[src/rtl/spiflash_pkg.sv]
// Shared constants, state encoding and lane helper for the quad-I/O boot flash reader.
package spiflash_pkg;

   localparam logic [7:0] CMD_QUAD_IO_READ = 8'hEB;

   localparam logic [3:0] OE_CMD  = 4'b1101;
   localparam logic [3:0] OE_QUAD = 4'hF;
   localparam logic [3:0] OE_IN   = 4'h0;

   typedef enum logic [2:0] {
      IDLE,
      CMD,
      ADDR,
      MODE,
      DUMMY,
      DATA,
      HOLD,
      CSH
   } state_t;

   // Single-lane phases keep WP/HOLD (dq3/dq2) high and put the bit on dq0.
   function automatic logic [3:0] lane_drive(input logic quad, input logic [31:0] word);
      return quad ? word[31:28] : {2'b11, 1'b0, word[31]};
   endfunction

endpackage

[src/rtl/spiflash_phy_shift.sv]
// SCK phase generator with MSB-first shift-out and nibble shift-in.
// One bit-time is a low clk then a high clk; sampling happens on the edge that ends the high phase.
module spiflash_phy_shift
   import spiflash_pkg::*;
(
   input  logic        clk,
   input  logic        reset,
   input  logic        start,
   input  logic        quad,
   input  logic [3:0]  bits,
   input  logic [3:0]  oe,
   input  logic [31:0] data,
   input  logic [3:0]  dq_i,
   output logic        sck,
   output logic [3:0]  dq_o,
   output logic [3:0]  dq_oe,
   output logic [31:0] rx,
   output logic        busy,
   output logic        done
);

   logic [3:0]  cnt;
   logic [31:0] sh;
   logic        quad_q;
   logic [31:0] sh_next;

   assign sh_next = quad_q ? {sh[27:0], 4'h0} : {sh[30:0], 1'b0};
   // Asserted during the last high phase so the next phase can be chained without a gap.
   assign done    = busy & sck & (cnt == 4'd1);

   always_ff @(posedge clk or posedge reset) begin
      if (reset) begin
         busy   <= 1'b0;
         sck    <= 1'b0;
         cnt    <= 4'd0;
         sh     <= 32'd0;
         quad_q <= 1'b0;
         dq_o   <= 4'h0;
         dq_oe  <= OE_IN;
         rx     <= 32'd0;
      end else begin
         if (busy && sck) begin
            rx <= {rx[27:0], dq_i};
         end
         if (start) begin
            busy   <= 1'b1;
            sck    <= 1'b0;
            cnt    <= bits;
            sh     <= data;
            quad_q <= quad;
            dq_o   <= lane_drive(quad, data);
            dq_oe  <= oe;
         end else if (busy && !sck) begin
            sck <= 1'b1;
         end else if (busy) begin
            sck <= 1'b0;
            cnt <= cnt - 4'd1;
            if (cnt == 4'd1) begin
               busy <= 1'b0;
            end else begin
               sh   <= sh_next;
               dq_o <= lane_drive(quad_q, sh_next);
            end
         end
      end
   end

endmodule

[src/rtl/spiflash_quad_read_ctrl.sv]
// Word-read sequencer issuing Fast Read Quad I/O (0xEB) to the boot flash,
// streaming strictly sequential words under one CS_n low period.
module spiflash_quad_read_ctrl
   import spiflash_pkg::*;
#(
   parameter int unsigned DUMMY_CLKS = 4,
   parameter int unsigned CSH_CYCLES = 2,
   parameter logic [7:0]  MODE_BYTE  = 8'hFF
) (
   input  logic        clk,
   input  logic        reset,
   input  logic        req_valid,
   output logic        req_ready,
   input  logic [23:0] req_addr,
   output logic        rsp_valid,
   input  logic        rsp_ready,
   output logic [31:0] rsp_data,
   output logic        spiflash4x_clk,
   output logic        spiflash4x_cs_n,
   output logic [3:0]  spiflash4x_dq_o,
   output logic [3:0]  spiflash4x_dq_oe,
   input  logic [3:0]  spiflash4x_dq_i
);

   // state | meaning
   // IDLE  | cs_n high, accept a request once the CSH count has expired
   // CMD   | one setup cycle, then 0xEB on dq0
   // ADDR  | 24-bit word address, quad
   // MODE  | continuous-read mode byte, quad
   // DUMMY | turnaround, all lanes released
   // DATA  | 8 nibbles in
   // HOLD  | sck parked low, wait for rsp handshake; stream or release
   // CSH   | cs_n high minimum time

   localparam int CSH_W = (CSH_CYCLES > 1) ? $clog2(CSH_CYCLES + 1) : 1;

   state_t             state, state_next;
   logic [21:0]        word_addr;
   logic [21:0]        next_word;
   logic [CSH_W-1:0]   csh_cnt;
   logic               cap;
   logic               seq_match;
   logic               accept;
   logic               stream;
   logic               release_cs;

   logic               start;
   logic               st_quad;
   logic [3:0]         st_bits;
   logic [3:0]         st_oe;
   logic [31:0]        st_data;
   logic               phy_busy;
   logic               phy_done;
   logic [31:0]        phy_rx;

   logic               unused_addr_lsbs;
   assign unused_addr_lsbs = ^req_addr[1:0];

   assign next_word = word_addr + 22'd1;
   assign seq_match = (req_addr[23:2] == next_word);

   spiflash_phy_shift u_phy (
      .clk   (clk),
      .reset (reset),
      .start (start),
      .quad  (st_quad),
      .bits  (st_bits),
      .oe    (st_oe),
      .data  (st_data),
      .dq_i  (spiflash4x_dq_i),
      .sck   (spiflash4x_clk),
      .dq_o  (spiflash4x_dq_o),
      .dq_oe (spiflash4x_dq_oe),
      .rx    (phy_rx),
      .busy  (phy_busy),
      .done  (phy_done)
   );

   always_comb begin
      state_next = state;
      start      = 1'b0;
      st_quad    = 1'b1;
      st_bits    = 4'd8;
      st_oe      = OE_IN;
      st_data    = 32'd0;
      req_ready  = 1'b0;
      accept     = 1'b0;
      stream     = 1'b0;
      release_cs = 1'b0;
      case (state)
         IDLE: begin
            req_ready = (csh_cnt == '0);
            if (req_valid && req_ready) begin
               accept     = 1'b1;
               state_next = CMD;
            end
         end
         CMD: begin
            if (!phy_busy) begin
               start   = 1'b1;
               st_quad = 1'b0;
               st_bits = 4'd8;
               st_oe   = OE_CMD;
               st_data = {CMD_QUAD_IO_READ, 24'd0};
            end else if (phy_done) begin
               state_next = ADDR;
               start      = 1'b1;
               st_bits    = 4'd6;
               st_oe      = OE_QUAD;
               st_data    = {word_addr, 2'b00, 8'd0};
            end
         end
         ADDR: begin
            if (phy_done) begin
               state_next = MODE;
               start      = 1'b1;
               st_bits    = 4'd2;
               st_oe      = OE_QUAD;
               st_data    = {MODE_BYTE, 24'd0};
            end
         end
         MODE: begin
            if (phy_done) begin
               state_next = DUMMY;
               start      = 1'b1;
               st_bits    = 4'(DUMMY_CLKS);
            end
         end
         DUMMY: begin
            if (phy_done) begin
               state_next = DATA;
               start      = 1'b1;
            end
         end
         DATA: begin
            if (phy_done) begin
               state_next = HOLD;
            end
         end
         HOLD: begin
            req_ready = rsp_valid && rsp_ready && seq_match;
            if (rsp_valid && rsp_ready) begin
               if (req_valid && seq_match) begin
                  stream     = 1'b1;
                  state_next = DATA;
                  start      = 1'b1;
               end else begin
                  release_cs = 1'b1;
                  state_next = CSH;
               end
            end
         end
         CSH: begin
            if (csh_cnt <= CSH_W'(1)) begin
               state_next = IDLE;
            end
         end
         default: state_next = IDLE;
      endcase
   end

   always_ff @(posedge clk or posedge reset) begin
      if (reset) begin
         state           <= IDLE;
         word_addr       <= 22'd0;
         csh_cnt         <= CSH_W'(CSH_CYCLES);
         spiflash4x_cs_n <= 1'b1;
         cap             <= 1'b0;
         rsp_valid       <= 1'b0;
         rsp_data        <= 32'd0;
      end else begin
         state <= state_next;
         cap   <= (state == DATA) && phy_done;
         if (accept) begin
            word_addr       <= req_addr[23:2];
            spiflash4x_cs_n <= 1'b0;
         end else if (stream) begin
            word_addr <= next_word;
         end
         if (release_cs) begin
            spiflash4x_cs_n <= 1'b1;
            csh_cnt         <= CSH_W'(CSH_CYCLES);
         end else if (csh_cnt != '0) begin
            csh_cnt <= csh_cnt - CSH_W'(1);
         end
         // Nibbles arrive byte0-first; the word is little-endian.
         if (cap) begin
            rsp_valid <= 1'b1;
            rsp_data  <= {phy_rx[7:0], phy_rx[15:8], phy_rx[23:16], phy_rx[31:24]};
         end else if (rsp_valid && rsp_ready) begin
            rsp_valid <= 1'b0;
         end
      end
   end

endmodule

[config.mk]
export PLATFORM = sky130hd
export DESIGN_NAME = spiflash_quad_read_ctrl
export DESIGN_NICKNAME = d
export VERILOG_FILES = /design/src/rtl/spiflash_pkg.sv /design/src/rtl/spiflash_phy_shift.sv /design/src/rtl/spiflash_quad_read_ctrl.sv
export SDC_FILE = /design/constraint.sdc
export NUM_CORES = 1
export LEC_CHECK = 0
export BUFFER_PORTS_ARGS = -buffer_cell sky130_fd_sc_hd__buf_4
export CORE_MARGIN = 5
export CORE_UTILIZATION = 45
export DETAILED_ROUTE_END_ITERATION = 8
export SYNTH_ARGS = -nofsm -noshare
export SYNTH_HDL_FRONTEND = slang
export SYNTH_SLANG_ARGS = --single-unit
[constraint.sdc]
create_clock -name clk -period 4.8 [get_ports clk]
set_clock_uncertainty 0.05 [all_clocks]
set_input_delay 0.72 -clock clk [delete_from_list [all_inputs] [get_ports clk]]
set_output_delay 0.72 -clock clk [all_outputs]
set_load 0.1 [all_outputs]
# --- Yosys cells after proc, flatten, opt, wreduce, memory -nomap -nowiden ---
# Index checks and enable logic that the tools add are counted.
word_totals:
  in_bits: 32
  out_inout_bits: 44
  reg_bits: 140
classes:
  addsub: 3
  n_reduce_logical: 21
  eq_ne: 20
  order_cmp: 1
  mux: 66
  bitwise_logic: 2
ops:
  columns: ["operator", "n"]
  rows:
  - ["$mux 32", 4]
  - ["$mux 31", 4]
  - ["$pmux 32 s2", 1]
  - ["$mux 4", 15]
  - ["$mux 22", 2]
  - ["$mux 3", 9]
  - ["$pmux 3 s8", 1]
  - ["$mux 1", 23]
  - ["$add 22x1->22 const B", 1]
  - ["$eq 22x22->1", 1]
  - ["$ne 2x2->1 const B", 10]
  - ["$eq 3x3->1 const B", 4]
  - ["$pmux 4 s3", 1]
  - ["$reduce_bool 2->1", 6]
  - ["$reduce_and 9->1", 1]
  - ["$pmux 4 s2", 1]
  - ["$logic_and 1x1->1", 7]
  - ["$eq 3x2->1 const B", 2]
  - ["$mux 2", 3]
  - ["$eq 4x1->1 const B", 1]
  - ["$sub 4x1->4 const B", 1]
  - ["$eq 3x1->1 const B", 1]
  - ["$logic_not 3->1", 1]
  - ["$pmux 1 s3", 1]
  - ["other kinds (11)", 12]

# --- Longest topological paths before layout ---
logic_depth:
  ltp_word: 8
  ltp_mapped: 12
  depth_no_buf: 10

# --- Hierarchy ---
# From an unflattened synthesis, not the netlist that was laid out.
unflattened:
  cells_unflattened: 739
  hier_area_um2: 7828.8
modules_own_cells:
  columns: ["module", "instances", "area_each_um2", "cells_per_inst", "seq_area_each_um2"]
  rows:
  - ["spiflash_quad_read_ctrl", 1, 4036.4, 433, 1554.0]
  - ["spiflash_phy_shift", 1, 3792.4, 306, 1951.9]

# --- Least setup slack after synthesis ---
# OpenSTA, ideal clock, no wires.
synth_path:
  path_type: "register to output"
  startpoint: "register word_addr[0]"
  endpoint: "output port req_ready"
  stages_incl_launch_ff: 9
  required_ns: 4.030
  arrival_ns: 2.698
  path_slack_ns: 1.332
  path_buffers: 0
  path_cell_list: "dfrtp_1 -> ha_1 -> and3_4 -> nand3_2 -> nor4_1 -> xnor2_1 -> nand4_1 -> nor3_1 -> a21o_1"
synth_between:
  elab_chain_cells: 4
synth_rtl:
  columns: ["element", "line", "source"]
  rows:
  - ["start, declared", "spiflash_quad_read_ctrl.sv:38", "logic [21:0] word_addr;"]
  - ["start signal, assigned", "spiflash_quad_read_ctrl.sv:175", "word_addr <= req_addr[23:2];"]
  - ["start signal, assigned", "spiflash_quad_read_ctrl.sv:178", "word_addr <= next_word;"]
  - ["$add 22x1->22", "spiflash_quad_read_ctrl.sv:59", "assign next_word = word_addr + 22'd1;"]
  - ["$eq 22x22->1", "spiflash_quad_read_ctrl.sv:60", "assign seq_match = (req_addr[23:2] == next_word);"]
  - ["$logic_and 1x1->1", "spiflash_quad_read_ctrl.sv:141", "req_ready = rsp_valid && rsp_ready && seq_match;"]
  - ["$pmux 1 s2", "spiflash_quad_read_ctrl.sv:90", "case (state)"]
  - ["end, declared", "spiflash_quad_read_ctrl.sv:13", "output logic req_ready,"]
# Every way passes these cells.

# --- Final worst setup path ---
layout_path:
  startpoint: "register word_addr[0]"
  endpoint: "register u_phy.cnt[2]"
layout_between:
  elab_chain_cells: 8
  word_cells_on_any_way: 10
  cone_classes: "add/sub: 1; eq/ne: 2; mux: 4; reduce/logical: 3"
layout_rtl:
  columns: ["element", "line", "source"]
  rows:
  - ["$add 22x1->22 (*)", "spiflash_quad_read_ctrl.sv:59", null]
  - ["$eq 22x22->1 (*)", "spiflash_quad_read_ctrl.sv:60", null]
  - ["$logic_and 1x1->1 (*)", "spiflash_quad_read_ctrl.sv:143", "if (req_valid && seq_match) begin"]
  - ["$mux 1 (*)", "spiflash_quad_read_ctrl.sv:143", null]
  - ["$mux 1 (*)", "spiflash_quad_read_ctrl.sv:142", "if (rsp_valid && rsp_ready) begin"]
  - ["$pmux 1 s3 (*)", "spiflash_quad_read_ctrl.sv:90", null]
  - ["$ne 2x2->1 (no line) or $reduce_bool 2->1 (tied branches)", null, null]
  - ["$reduce_and 2->1 (no line)", null, null]
  - ["end signal, assigned", "spiflash_phy_shift.sv:48", "cnt <= bits;"]
  - ["end signal, assigned", "spiflash_phy_shift.sv:57", "cnt <= cnt - 4'd1;"]
  - ["end, declared", "spiflash_phy_shift.sv:22", "logic [3:0] cnt;"]
# Mark *: on every way between the ends. The rest lies on a longest branch, timed or not.
# A chain may end at the register's enable or synchronous reset.

==> impl_metrics.yaml <==
run_status:
  status: "finished, final reports clean"
grt:
  grt_pass1_wl_um: 28900
  grt_antenna_before_repair: 0
  overflow: 0
  grt_max_degree: 48
  grt_usage: 0.196
  grt_pass1_vias: 5731
cts:
  postCtsSetupRepairBufs: 0
  cts_sinks: 128
  path_clk_slew_ps: 60
  clock_latency_ps: 410
  clockBufferDepth: 2
  htree_levels: 4
  cts_buffers: 17
  cts_tree: "yes"
  cts_resized: 0
  hold_buffers: 0
  root_buffer: "clkbuf_16"
finish:
  area_growth_syn_to_layout_pct: 16.9
  diodes: 0
  fillers: 1388
  drive_gt1_frac: 0.208
  multi_input_area_um2: 3460
  ff_latch_area_um2: 3210
  nNetsFinal: 828
  utilization: 0.536
power_and_ir_drop:
  cellPowerDensity_nw_per_um2: 296
  peakVddDrop_mv: 0.333
  power.total_mw: 2.41
  p_leak_nw: 4.01
logic_synthesis:
  synth_top_area_share: 0.452
  synthTopCellsByArea: "dfrtp_1 45%, nand2_1 8.6%, mux2_2 6.0%"
  synth.most_common_cell: "nand2_1"
  syn_area_um2: 6980
  synth-xor-area-share: 0.0427
  synth_top_cell_by_area: "dfrtp_1"
  synthSimpleGateAreaFrac: 0.212
  ys_seq_area_frac: 0.459
  synth_warnings: 0
  synth_top_family_by_area: "simple AND/OR/NAND/NOR gates"
  synth_cell_types: 65
  async_reset_ff_frac: 1.00
  avgSynthCellArea_um2: 9.40
  synth_edf_count: 0
  ys.flop_type: "dfrtp_1"
  synthAdderAreaFrac: 0.00897
  yosys-mux-area-fraction: 0.109
  syn_nets: 779
  ys_seq_elements: 128
  synth_common_cells: "159 x nand2_1, 126 x dfrtp_1, 41 x nor2_1, 37 x mux2_2, 32 x o21ai_0"
  syn_inst: 742
  synth_compound_area_frac: 0.123
drt:
  wl_per_cell_um: 17.1
  via_count: 5574
  dr.pass1.iters: 5
  drt_iter0_drc: 350
  viasPerCell: 5.62
  drc: 0
  wirelength_um: 16900
  ant_nets: 0
sta:
  slew_violations: 0
  whs_ps: 354
  setup_viol: 0
  tightest_slew_ps: 1210
  hold_viol: 0
  slew_headroom: 0.191
  setup_ws_ps: 766
  max_freq_mhz: 248
  grt_setup_unrepaired: "no"
  fin_crit_ps: 4030
  finalSetupTns_ps: 0
  fin_crit_sh: 0.840
placement:
  place_ws_ps: 794
  place.gp.congestion: 0.847
  hpwl_um: 11500
  numPortBuffers: 73
die:
  start_util: 0.459
  dieHeight_um: 135
  row_count: 45
  core_um2: 15200
  die_w_um: 135
  ios: 76
  die_area_um2: 18100
worst_setup_path:
  start_kind: "flop"
  worstSetupPathType: "reg2reg"
  critPathMaxFanout: 14
  crit_required_ps: 5010
  crit_arrival_ps: 4250
  cp-end-kind: "flop"
worst_hold_path:
  hp-class: "in2async"
run:
  maxCapViolCount: 0
final cells by class:
type / instances / area share
Clock buffer: 20 / 0.0548
Clock inverter: 12 / 0.0137
Inverter: 19 / 0.00905
Multi-Input combinational cell: 542 / 0.424
Sequential cell: 128 / 0.393
Tap cell: 188 / 0.0288
Timing Repair Buffer: 83 / 0.0764
state kept, by name, indices dropped and copies added, names as in the netlist:
name / count
rsp_data: 32
u_phy.rx: 32
word_addr: 22
u_phy.sh: 21
u_phy.cnt: 4
u_phy.dq_o: 4
state: 3
csh_cnt: 2
u_phy.dq_oe: 2
cap: 1
rsp_valid: 1
spiflash4x_cs_n: 1
u_phy.busy: 1
u_phy.quad_q: 1
u_phy.sck: 1
final timing paths:
kind	from	to	cells after the start	slack (ps)
max in group asynchronous	reset	u_phy.rx[22]	3	3330
min	reset	word_addr[6]	2	350
min in group clk	spiflash4x_cs_n	spiflash4x_cs_n	2	410
max reg2reg	word_addr[0]	u_phy.cnt[2]	9	770
min reg2reg	spiflash4x_cs_n	spiflash4x_cs_n	2	410
max	word_addr[0]	u_phy.cnt[2]	9	770
kinds of logic after synthesis:
group / Yosys count
AOI/OAI and AO/OA: 125
xor gates and xnor gates: 34
adders and majority gates: 5
buffers and inverters: 72
DFF: 128
muxes: 70
and+or+nand+nor: 308
metrics by stage:
| step | instances | cell area [µm²] |
|---|---|---|
| floorplan | 742 | 6980 |
| global placement | 960 | 7600 |
| detailed placement | 960 | 7600 |
| CTS | 992 | 8160 |
| global route | 992 | 8160 |
| finish | 992 | 8160 |
metal layers:
| metal | global-route usage | share of wire |
|---|---|---|
| met2 | 0.315 | 0.47 |
| met4 | 0.0713 | 0.022 |
| met5 | 0 | 0 |
| met1 | 0.257 | 0.46 |
| met3 | 0.0537 | 0.050 |
layout by cell type (no fill, tap or decap), types with 17 or more instances in the layout:
master	count
a21oi_1	20
o21ai_0	32
xnor2_1	27
mux2_2	37
clkbuf_16	17
buf_4	83
nand2_1	159
o21a_1	18
nor2_1	41
inv_1	18
dfrtp_1	126
mux2i_1	30
where the power goes:
part           total (mW)  leakage [nW]  switching [mW]  internal (mW)
Combinational      0.0811          2.09          0.0483         0.0328
Sequential           1.10          1.65          0.0101           1.09
Clock                1.23         0.267           0.499          0.728
worst max-delay path, cell delays in order, from the launching register on:
cell,delay [ps]
dfrtp_1,520
ha_1,340
and3_4,260
nand3_2,130
nor4_1,550
xnor2_1,180
nand4_1,220
or4_1,920
nand2_1,520
o21ai_0,200
Note: power is estimated with default switching activity, not from simulation.
